<file path="config.mk">
export PLATFORM = sky130hd
export DESIGN_NAME = rom_port_arbiter_flat
export DESIGN_NICKNAME = d
export VERILOG_FILES = /design/src/rtl/rom_port_arbiter_if.sv /design/src/rtl/rom_port_arbiter.sv /design/src/flat_wrapper.sv
export SDC_FILE = /design/constraint.sdc
export NUM_CORES = 1
export LEC_CHECK = 0
export CORE_AREA = 2 2 154 156
export CTS_BUF_LIST = sky130_fd_sc_hd__clkbuf_4 sky130_fd_sc_hd__clkbuf_8
export DETAILED_ROUTE_END_ITERATION = 8
export DIE_AREA = 0 0 156 158
export GPL_TIMING_DRIVEN = 0
export PLACE_DENSITY_LB_ADDON = 0.08
export SLEW_MARGIN = 15
export SYNTH_ARGS = -nofsm -noshare
export SYNTH_HDL_FRONTEND = slang
export SYNTH_SLANG_ARGS = --single-unit
</file>
<file path="constraint.sdc">
create_clock -name clk_sys -period 6.8 [get_ports clk_sys]
set_input_delay 0.68 -clock clk_sys [delete_from_list [all_inputs] [get_ports clk_sys]]
set_output_delay 0.68 -clock clk_sys [all_outputs]
set_load 0.02 [all_outputs]
</file>
<file path="src/rtl/rom_port_arbiter_if.sv">
// SDRAM read-port handshake shared by the ROM requesters.
// The arbiter drives the request level and address; the SDRAM controller returns ack and data.
interface rom_port_arbiter_if;
   logic        sdr_req;
   logic [24:0] sdr_addr;
   logic        sdr_ack;
   logic [31:0] sdr_dout;

   modport master (output sdr_req, output sdr_addr, input sdr_ack, input sdr_dout);
   modport slave  (input sdr_req, input sdr_addr, output sdr_ack, output sdr_dout);
endinterface

</file>
<file path="src/rtl/rom_port_arbiter.sv">
// Arbitrates the 68k, tile, sprite and theme ROM requesters onto one SDRAM read port.
// Fixed priority with one pending request per requester, registered data return and a BUSY watchdog.
module rom_port_arbiter #(
   parameter logic [24:0] M68K_BASE  = 25'h0000000,
   parameter logic [24:0] TILE_BASE  = 25'h0080000,
   parameter logic [24:0] SPR_BASE   = 25'h0180000,
   parameter logic [24:0] THEME_BASE = 25'h0380000,
   parameter int          TIMEOUT    = 255
) (
   input  logic        reset,
   input  logic        clk_sys,
   input  logic        ioctl_download,
   input  logic        m68k_req,
   input  logic [17:0] m68k_addr,
   output logic [15:0] m68k_dout,
   output logic        m68k_ready,
   input  logic        tiles_req,
   input  logic [17:0] tiles_addr,
   output logic [31:0] tiles_dout,
   input  logic        spr_req,
   input  logic [18:0] spr_addr,
   output logic [31:0] spr_dout,
   input  logic        theme_req,
   input  logic [17:0] theme_addr,
   output logic [31:0] theme_dout,
   rom_port_arbiter_if.master sdr,
   output logic        timeout_err
);

   localparam int CNT_W = $clog2(TIMEOUT + 1);
   localparam logic [CNT_W-1:0] WDOG_LAST = CNT_W'(TIMEOUT - 1);

   typedef enum logic {ST_IDLE, ST_BUSY} state_t;

   state_t            state_q, state_d;
   logic [3:0]        pend_q, pend_d;
   logic [18:0]       addr_q [4];
   logic [18:0]       addr_d [4];
   logic [1:0]        win_q, win_d;
   logic              half_q, half_d;
   logic              sdr_req_q, sdr_req_d;
   logic [24:0]       sdr_addr_q, sdr_addr_d;
   logic [CNT_W-1:0]  wdog_q, wdog_d;
   logic [15:0]       m68k_dout_q, m68k_dout_d;
   logic [31:0]       tiles_dout_q, tiles_dout_d;
   logic [31:0]       spr_dout_q, spr_dout_d;
   logic [31:0]       theme_dout_q, theme_dout_d;
   logic              m68k_ready_q, m68k_ready_d;
   logic              timeout_err_q, timeout_err_d;

   logic [3:0]        strobe;
   logic [18:0]       req_addr [4];
   logic              accept, acked, expired, done;
   logic [31:0]       rdata;
   logic [1:0]        win_sel;
   logic [24:0]       formed;

   assign strobe      = {theme_req, spr_req, tiles_req, m68k_req};
   assign req_addr[0] = {1'b0, m68k_addr};
   assign req_addr[1] = {1'b0, tiles_addr};
   assign req_addr[2] = spr_addr;
   assign req_addr[3] = {1'b0, theme_addr};

   // A download parked in IDLE flushes everything and swallows strobes.
   assign accept  = !(ioctl_download && state_q == ST_IDLE);
   // The first BUSY cycle has sdr_req still low, so an ack there is not ours.
   assign acked   = (state_q == ST_BUSY) && sdr_req_q && sdr.sdr_ack;
   assign expired = (state_q == ST_BUSY) && !acked && (wdog_q == WDOG_LAST);
   assign done    = acked || expired;
   assign rdata   = acked ? sdr.sdr_dout : 32'hFFFF_FFFF;

   for (genvar gi = 0; gi < 4; gi++) begin : g_pend
      assign pend_d[gi] = !accept                          ? 1'b0 :
                          strobe[gi]                       ? 1'b1 :
                          (done && win_q == 2'(gi))        ? 1'b0 : pend_q[gi];
      assign addr_d[gi] = (accept && strobe[gi]) ? req_addr[gi] : addr_q[gi];
   end

   always_comb begin
      win_sel = 2'd3;
      if (pend_q[2]) win_sel = 2'd2;
      if (pend_q[1]) win_sel = 2'd1;
      if (pend_q[0]) win_sel = 2'd0;
   end

   always_comb begin
      case (win_sel)
         2'd0:    formed = M68K_BASE  + {5'b0, addr_q[0], 1'b0};
         2'd1:    formed = TILE_BASE  + {4'b0, addr_q[1], 2'b00};
         2'd2:    formed = SPR_BASE   + {4'b0, addr_q[2], 2'b00};
         default: formed = THEME_BASE + {4'b0, addr_q[3], 2'b00};
      endcase
   end

   always_comb begin
      state_d       = state_q;
      win_d         = win_q;
      half_d        = half_q;
      sdr_req_d     = sdr_req_q;
      sdr_addr_d    = sdr_addr_q;
      wdog_d        = wdog_q;
      m68k_dout_d   = m68k_dout_q;
      tiles_dout_d  = tiles_dout_q;
      spr_dout_d    = spr_dout_q;
      theme_dout_d  = theme_dout_q;
      timeout_err_d = timeout_err_q;
      m68k_ready_d  = m68k_ready_q;

      case (state_q)
         ST_IDLE: begin
            wdog_d = '0;
            if (!ioctl_download && |pend_q) begin
               win_d      = win_sel;
               sdr_addr_d = formed & ~25'h3;
               half_d     = formed[1];
               state_d    = ST_BUSY;
            end
         end
         default: begin
            sdr_req_d = 1'b1;
            wdog_d    = wdog_q + 1'b1;
            if (done) begin
               state_d   = ST_IDLE;
               sdr_req_d = 1'b0;
               wdog_d    = '0;
               if (expired) timeout_err_d = 1'b1;
               case (win_q)
                  2'd0:    m68k_dout_d  = half_q ? rdata[31:16] : rdata[15:0];
                  2'd1:    tiles_dout_d = rdata;
                  2'd2:    spr_dout_d   = rdata;
                  default: theme_dout_d = rdata;
               endcase
            end
         end
      endcase

      // A fresh 68k strobe outranks the completion of its previous access.
      if (!accept)
         m68k_ready_d = 1'b1;
      else if (m68k_req)
         m68k_ready_d = 1'b0;
      else if (done && win_q == 2'd0)
         m68k_ready_d = 1'b1;
   end

   always_ff @(posedge clk_sys or posedge reset) begin
      if (reset) begin
         state_q       <= ST_IDLE;
         pend_q        <= '0;
         addr_q        <= '{default: '0};
         win_q         <= '0;
         half_q        <= 1'b0;
         sdr_req_q     <= 1'b0;
         sdr_addr_q    <= '0;
         wdog_q        <= '0;
         m68k_dout_q   <= '0;
         tiles_dout_q  <= '0;
         spr_dout_q    <= '0;
         theme_dout_q  <= '0;
         m68k_ready_q  <= 1'b1;
         timeout_err_q <= 1'b0;
      end else begin
         state_q       <= state_d;
         pend_q        <= pend_d;
         addr_q        <= addr_d;
         win_q         <= win_d;
         half_q        <= half_d;
         sdr_req_q     <= sdr_req_d;
         sdr_addr_q    <= sdr_addr_d;
         wdog_q        <= wdog_d;
         m68k_dout_q   <= m68k_dout_d;
         tiles_dout_q  <= tiles_dout_d;
         spr_dout_q    <= spr_dout_d;
         theme_dout_q  <= theme_dout_d;
         m68k_ready_q  <= m68k_ready_d;
         timeout_err_q <= timeout_err_d;
      end
   end

   assign sdr.sdr_req  = sdr_req_q;
   assign sdr.sdr_addr = sdr_addr_q;
   assign m68k_dout    = m68k_dout_q;
   assign tiles_dout   = tiles_dout_q;
   assign spr_dout     = spr_dout_q;
   assign theme_dout   = theme_dout_q;
   assign m68k_ready   = m68k_ready_q;
   assign timeout_err  = timeout_err_q;

endmodule
</file>
<file path="src/flat_wrapper.sv">
// flat-port wrapper written by rule: the top's interface ports become plain ports
module rom_port_arbiter_flat 
#(
   parameter logic [24:0] M68K_BASE  = 25'h0000000,
   parameter logic [24:0] TILE_BASE  = 25'h0080000,
   parameter logic [24:0] SPR_BASE   = 25'h0180000,
   parameter logic [24:0] THEME_BASE = 25'h0380000,
   parameter int          TIMEOUT    = 255
)
  (reset, clk_sys, ioctl_download, m68k_req, m68k_addr, m68k_dout, m68k_ready, tiles_req, tiles_addr, tiles_dout, spr_req, spr_addr, spr_dout, theme_req, theme_addr, theme_dout, timeout_err, sdr_sdr_req, sdr_sdr_addr, sdr_sdr_ack, sdr_sdr_dout);
  rom_port_arbiter_if sdr_i ();
  input  logic reset;
  input  logic clk_sys;
  input  logic ioctl_download;
  input  logic m68k_req;
  input  logic [17:0] m68k_addr;
  output logic [15:0] m68k_dout;
  output logic m68k_ready;
  input  logic tiles_req;
  input  logic [17:0] tiles_addr;
  output logic [31:0] tiles_dout;
  input  logic spr_req;
  input  logic [18:0] spr_addr;
  output logic [31:0] spr_dout;
  input  logic theme_req;
  input  logic [17:0] theme_addr;
  output logic [31:0] theme_dout;
  output logic timeout_err;
  output wire logic [$bits(sdr_i.sdr_req)-1:0] sdr_sdr_req;
  output wire logic [$bits(sdr_i.sdr_addr)-1:0] sdr_sdr_addr;
  input wire logic [$bits(sdr_i.sdr_ack)-1:0] sdr_sdr_ack;
  input wire logic [$bits(sdr_i.sdr_dout)-1:0] sdr_sdr_dout;
  assign sdr_sdr_req = sdr_i.sdr_req;
  assign sdr_sdr_addr = sdr_i.sdr_addr;
  assign sdr_i.sdr_ack = sdr_sdr_ack;
  assign sdr_i.sdr_dout = sdr_sdr_dout;
  rom_port_arbiter #(.M68K_BASE(M68K_BASE), .TILE_BASE(TILE_BASE), .SPR_BASE(SPR_BASE), .THEME_BASE(THEME_BASE), .TIMEOUT(TIMEOUT)) u_core (.reset(reset), .clk_sys(clk_sys), .ioctl_download(ioctl_download), .m68k_req(m68k_req), .m68k_addr(m68k_addr), .m68k_dout(m68k_dout), .m68k_ready(m68k_ready), .tiles_req(tiles_req), .tiles_addr(tiles_addr), .tiles_dout(tiles_dout), .spr_req(spr_req), .spr_addr(spr_addr), .spr_dout(spr_dout), .theme_req(theme_req), .theme_addr(theme_addr), .theme_dout(theme_dout), .sdr(sdr_i), .timeout_err(timeout_err));
endmodule
</file>
==> flow_metrics.py, run 1 <==
metrics = {
    "route": {
        "detail-route-antenna-nets": 0,
        "totalWireLength_mm": 30.78,
        "first_pass_iters": 5,
        "wl_per_cell_um": 19.41,
        "drtIter0Drc": 417,
        "viasPerCell": 5.334,
        "num_vias": 8460,
        "drc": 0,
    },
    "power_and_ir_drop": {
        "switching_power_mw": 2.027,
        "p_sw_share_pct": 37.33,
        "clkPwrFrac_pct": 23.8,
        "power.internal_mw": 3.404,
        "max-vdd-ir-drop_mv": 0.1801,
        "pwr-share-seq_pct": 35.0,
        "p_leak_nw": 5.790,
        "p_comb_share_pct": 41.3,
        "power_density_nw_per_um2": 374.0,
        "power_mw": 5.431,
    },
    "clock_network": {
        "cts-root-buf": "clkbuf_8",
        "cts.clk_slew.worst_paths_ns": 0.06,
        "holdBufCountCts": 0,
        "cts_buffer_depth": 3,
        "cts.sinks": 225,
        "cts_max_level": 2,
        "worstSkewPairLatency_ns": 0.53,
        "cts_inserted_buffers": 40,
        "cts_resized": 0,
        "cts_tree": "done",
        "postCtsSetupRepairBufs": 0,
    },
    "placement": {
        "place.gp.congestion": 0.8080,
        "port_buffers": 247,
        "post-place-ws_ns": 4.161,
        "post-dp-hpwl_mm": 22.76,
        "place_inst": 1519,
    },
    "grt": {
        "antenna_found_initial": 0,
        "gr-total-overflow": 0,
        "grt_usage_pct": 25.03,
        "grt_pass1_vias": 8360,
        "grt_pass1_wl_mm": 47.73,
        "grt_max_degree": 36,
    },
    "worst_setup_path": {
        "crit_chain": "clkdlybuf4s50_1",
        "path_class": "reg2out",
        "critPathSlowestCell": "clkdlybuf4s50_1",
        "required_ns": 6.12,
        "cp_slowest_stage_delay_ns": 0.60,
        "critical_path_arrival_ns": 1.69,
        "path_buf_inv": 1,
        "critPathTopFamily": "buffers and inverters",
        "r2r-start": "u_core.wdog_q[0]",
        "r2r_cells": 7,
        "ff2ff_setup_slack_ns": 4.73,
        "worstSetupStartpointType": "register",
        "setup.worst_path.end_class": "output port",
        "r2r-end": "u_core.tiles_dout[2]",
        "crit_fanout": 2,
    },
    "outcome": {
        "status": "complete, no violations",
    },
    "synth": {
        "yosys.area_share.adder_pct": 0.3505,
        "synth.cell_area_um2": 10710,
        "synth_top_area_share_pct": 52.35,
        "synth_mux_area_share_pct": 17.25,
        "ys.flop_type": "dfrtp_1",
        "avgSynthCellArea_um2": 11.02,
        "ys_types": 57,
        "synth_top_family_by_area": "multiplexers",
        "synth-compound-area-share_pct": 13.18,
        "synth_area_leader_cell": "dfrtp_1",
        "yosysSeqAreaShare_pct": 52.59,
        "yosysWarnings": 0,
        "ys_async_sr_fraction_pct": 100.0,
        "yosys.area_share.simple_pct": 8.705,
        "synthXorXnorAreaFrac_pct": 0.2454,
        "yosys-top-cells-area": "dfrtp_1 52%, mux2i_1 9.3%, mux2_2 7.9%",
        "ys_ff_latch": 225,
        "syn-instance-count": 972,
        "synth_edf_count": 0,
    },
    "layout": {
        "finalNonFillerCells": 1586,
        "fillCellCount": 1940,
        "synthToLayoutAreaGrowth_pct": 35.62,
        "drive_gt1_share_pct": 16.74,
        "final_cell_mix": "247 x clkdlybuf4s50_1, 224 x dfrtp_1, 122 x inv_1, 110 x a21oi_1, 99 x mux2i_1",
        "finalNetCount": 1387,
        "antenna_cells": 0,
        "layout_commonest_cell": "clkdlybuf4s50_1",
    },
    "timing": {
        "hold_violations": 0,
        "tightest_slew_ns": 0.6147,
        "drv_slew": 0,
        "finClkSkew_ns": 0.01017,
        "finalCritPeriodShare_pct": 34.78,
        "slew_headroom_pct": 59.02,
        "fin_setup_tns_ns": 0,
        "period_minus_slack_ns": 2.365,
        "fin_hold_ws_ns": 0.4809,
        "fmax_mhz": 422.8,
        "setup_viol": 0,
        "rsz0062_at_grt": "false",
        "fin_ws_ns": 4.435,
    },
    "die": {
        "pin_count": 253,
        "die_w_um": 156,
        "die_area_um2": 24650,
        "std_cell_rows": 56,
        "coreArea_um2": 23050,
        "die_h_um": 158,
        "initial_core_util_pct": 46.45,
    },
    "hold_path": {
        "min_to": "u_core.timeout_err",
        "holdCritPathClass": "reg2reg",
        "whs_path_depth": 1,
        "hp-start": "u_core.timeout_err",
    },
    "run": {
        "maxCapViolations": 0,
    },
}
final cells by class:
type / instances / area (um2) / share of cell area (%)
Buffer: 71 / 352.8 / 2.430
Clock buffer: 63 / 798.3 / 5.497
Clock inverter: 4 / 25.02 / 0.1723
Inverter: 124 / 469.2 / 3.231
Multi-Input combinational cell: 555 / 4269 / 29.40
Sequential cell: 225 / 5632 / 38.78
Tap cell: 290 / 362.8 / 2.499
Timing Repair Buffer: 254 / 2613 / 17.99
power by group through the flow:
stage	sequential, mW	clock, mW	combinational (mW)
after CTS	1.90	1.33	2.26
after global placement	1.91	0	2.21
after global routing	1.93	1.38	2.44
final	1.90	1.29	2.24
after floorplan	2.08	0	1.22
after detailed placement	1.92	0	2.25
how the worst max path moves through the flow:
stage | start | endpoint | cells after the start
floorplan | reset | u_core.addr_q[0] | 1
global placement | reset | u_core.addr_q[23] | 2
detailed placement | ioctl_download | u_core.sdr.sdr_addr[10] | 6
CTS | u_core.m68k_ready | m68k_ready | 1
global route | u_core.m68k_ready | m68k_ready | 1
finish | u_core.m68k_ready | m68k_ready | 1
cells by family after synthesis:
logic type | Yosys count
compound gates | 229
flops | 225
buf+inv | 195
mux | 175
simple gates | 141
fa+ha+maj | 3
xor+xnor | 3
other cells | 1
flip-flops by register name, indices dropped and copies added, names as in the netlist, 2 cells and up:
name and cells:
u_core.m68k_dout 16, u_core.spr_dout 32, u_core.theme_dout 32, u_core.addr_q 73, u_core.wdog_q 8, u_core.pend_q 4
u_core.sdr.sdr_addr 21, u_core.tiles_dout 32, u_core.win_q 2
cell usage after synthesis (2+ instances only):
master     count
nor2_1         7
nor3_1         2
nor3b_1       16
nand4b_1      32
a21o_1        18
dfrtp_1      224
and2_1        17
a22o_1         2
o22ai_1       16
a221oi_1       2
a31oi_1       20
a21oi_1      110
nand2b_1       2
and4_1         2
nor2_2         2
buf_1          5
nand2_1       23
ha_1           3
buf_2         36
buf_4          4
nand3b_1       2
buf_6          2
xor2_1         2
nor2b_1       16
a2111oi_0     14
o21ai_0       14
a21oi_2       11
nand4_1        2
mux2i_1       99
nand3_1        5
mux2_2        75
inv_1        123
a211oi_1      14
clkbuf_1      23
nand2_2        5
layer usage:
metal,share of wire [%],track usage [%]
met2,48,40.94
met1,43,33.34
met3,7.0,5.393
met4,2.8,8.301
met5,0,0
per-stage QoR:
stage | utilization [%] | area [um2]
floorplan | - | 10720
global placement | 58.81 | 13560
detailed placement | 59.42 | 13700
CTS | 62.99 | 14520
global route | 62.99 | 14520
finish | 62.99 | 14520
Note: power is estimated with default switching activity, not from simulation.
==> run 2, diff against run 1 <==
- clock period: 6.8 -> 2 ns (I/O delays scaled with it)
==> run 2 against run 1 <==
Effect of this change:
- clock skew is essentially flat
- total power increased to 3.4 times the previous value
- die area did not move
- clock-buffer cell count stayed put
- first-iteration DRC count is 2.4% lower
- register-to-register slack worse by 4.6 ns
- largest cell class unchanged
==> flow_metrics.py, run 2 (same netlist as run 1, synthesis figures left out) <==
metrics = {
    "outcome": {
        "status": "complete, no violations",
    },
    "worst_setup_path": {
        "path_class": "reg2out",
        "crit_chain": "clkdlybuf4s50_1",
        "crit_fanout": 2,
        "cp_slowest_stage_delay_ns": 0.60,
        "critPathSlowestCell": "clkdlybuf4s50_1",
        "worstSetupStartpointType": "register",
        "critical_path_arrival_ns": 1.69,
        "setup.worst_path.end_class": "output port",
        "required_ns": 1.80,
        "path_buf_inv": 1,
        "critPathTopFamily": "buffers and inverters",
    },
    "route": {
        "num_vias": 8483,
        "viasPerCell": 5.349,
        "totalWireLength_mm": 30.85,
        "drc": 0,
        "wl_per_cell_um": 19.45,
        "drtIter0Drc": 407,
        "first_pass_iters": 5,
        "detail-route-antenna-nets": 0,
    },
    "grt": {
        "grt_usage_pct": 25.03,
        "gr-total-overflow": 0,
        "grt_pass1_wl_mm": 47.73,
        "antenna_found_initial": 0,
        "grt_pass1_vias": 8360,
        "grt_max_degree": 36,
    },
    "timing": {
        "tightest_slew_ns": 0.6420,
        "rsz0062_at_grt": "false",
        "fin_hold_ws_ns": 0.09612,
        "finClkSkew_ns": 0.009789,
        "finalCritPeriodShare_pct": 94.37,
        "slew_headroom_pct": 57.20,
        "fmax_mhz": 529.8,
        "period_minus_slack_ns": 1.887,
        "drv_slew": 0,
        "setup_viol": 0,
        "hold_violations": 0,
    },
    "clock_network": {
        "postCtsSetupRepairBufs": 0,
        "cts-root-buf": "clkbuf_8",
        "cts_inserted_buffers": 40,
        "cts.sinks": 225,
        "cts_tree": "done",
        "cts_buffer_depth": 3,
        "worstSkewPairLatency_ns": 0.53,
        "cts_max_level": 2,
        "cts_resized": 4,
        "holdBufCountCts": 0,
        "cts.clk_slew.worst_paths_ns": 0.06,
    },
    "layout": {
        "finalNonFillerCells": 1586,
        "top_register": "u_core.addr_q",
        "drive_gt1_share_pct": 17.05,
        "synthToLayoutAreaGrowth_pct": 36.14,
        "design_area_um2": 14580,
        "layout_commonest_cell": "clkdlybuf4s50_1",
        "antenna_cells": 0,
        "largest_reg_flops": 73,
        "fillCellCount": 1937,
        "final_cell_mix": "247 x clkdlybuf4s50_1, 223 x dfrtp_1, 122 x inv_1, 110 x a21oi_1, 99 x mux2i_1",
        "finalNetCount": 1387,
    },
    "power_and_ir_drop": {
        "p_leak_nw": 5.813,
        "power_density_nw_per_um2": 1272,
        "power_mw": 18.55,
        "max-vdd-ir-drop_mv": 0.6113,
    },
    "placement": {
        "placed_area_um2": 13700,
        "post-dp-hpwl_mm": 22.76,
        "port_buffers": 247,
        "place_inst": 1519,
        "place.gp.congestion": 0.8080,
    },
    "die": {
        "std_cell_rows": 56,
        "coreArea_um2": 23050,
        "initial_core_util_pct": 46.45,
        "die_w_um": 156,
        "die_area_um2": 24650,
        "pin_count": 253,
        "die_h_um": 158,
    },
    "hold_path": {
        "holdCritPathClass": "in2async",
    },
    "run": {
        "maxCapViolations": 0,
    },
}
run 2: worst paths after layout:
path	start	end	slack, ns	depth (start not counted)
max	u_core.m68k_ready	m68k_ready	0.11	1
min	reset	u_core.spr_dout[31]	0.1	2
max reg2reg	u_core.state_q	u_core.addr_q[27]	0.13	5
min reg2reg	u_core.timeout_err	u_core.timeout_err	0.48	1
max in group asynchronous	reset	u_core.addr_q[20]	0.70	6
min in group clk_sys	spr_addr[3]	u_core.addr_q[22]	0.27	2
run 2: final cells by class:
type / instances / area [um2] / share of cell area, %
repair buffers: 254 / 2613 / 17.92
well taps: 290 / 362.8 / 2.489
plain buffers: 71 / 381.6 / 2.618
multi-input cells: 555 / 4295 / 29.47
clock buffers: 63 / 798.3 / 5.476
clock inverters: 4 / 25.02 / 0.1717
flip-flops and latches: 225 / 5633 / 38.64
inverters: 124 / 469.2 / 3.219
run 2: per-layer routing:
layer  GRT usage (%)  vias up  wire [um]
met5               0        -          0
met2           40.94      283      14760
met1           33.34     4144      13190
met3           5.393       57       2102
met4           8.301        0        793
li1                -     3999          -
run 2: report_power, final:
| part | switching, mW | total (mW) | leakage, nW | internal, mW |
|---|---|---|---|---|
| Combinational | 4.27 | 7.69 | 2.51 | 3.42 |
| Sequential | 0.776 | 6.46 | 2.87 | 5.68 |
| Clock | 1.88 | 4.39 | 0.433 | 2.52 |
| Total | 6.93 | 18.5 | 5.81 | 11.6 |
run 2: metrics by stage:
stage | utilization [%] | TNS [ns] | setup WS (ns)
finish | 63.24 | 0 | 0.1126
global route | 63.24 | 0 | 0.0006668
CTS | 63.03 | 0 | 0.03449
detailed placement | 59.42 | -5.973 | -0.1590
global placement | 58.81 | -683.94 | -3.039
floorplan | - | -255.11 | -1.137
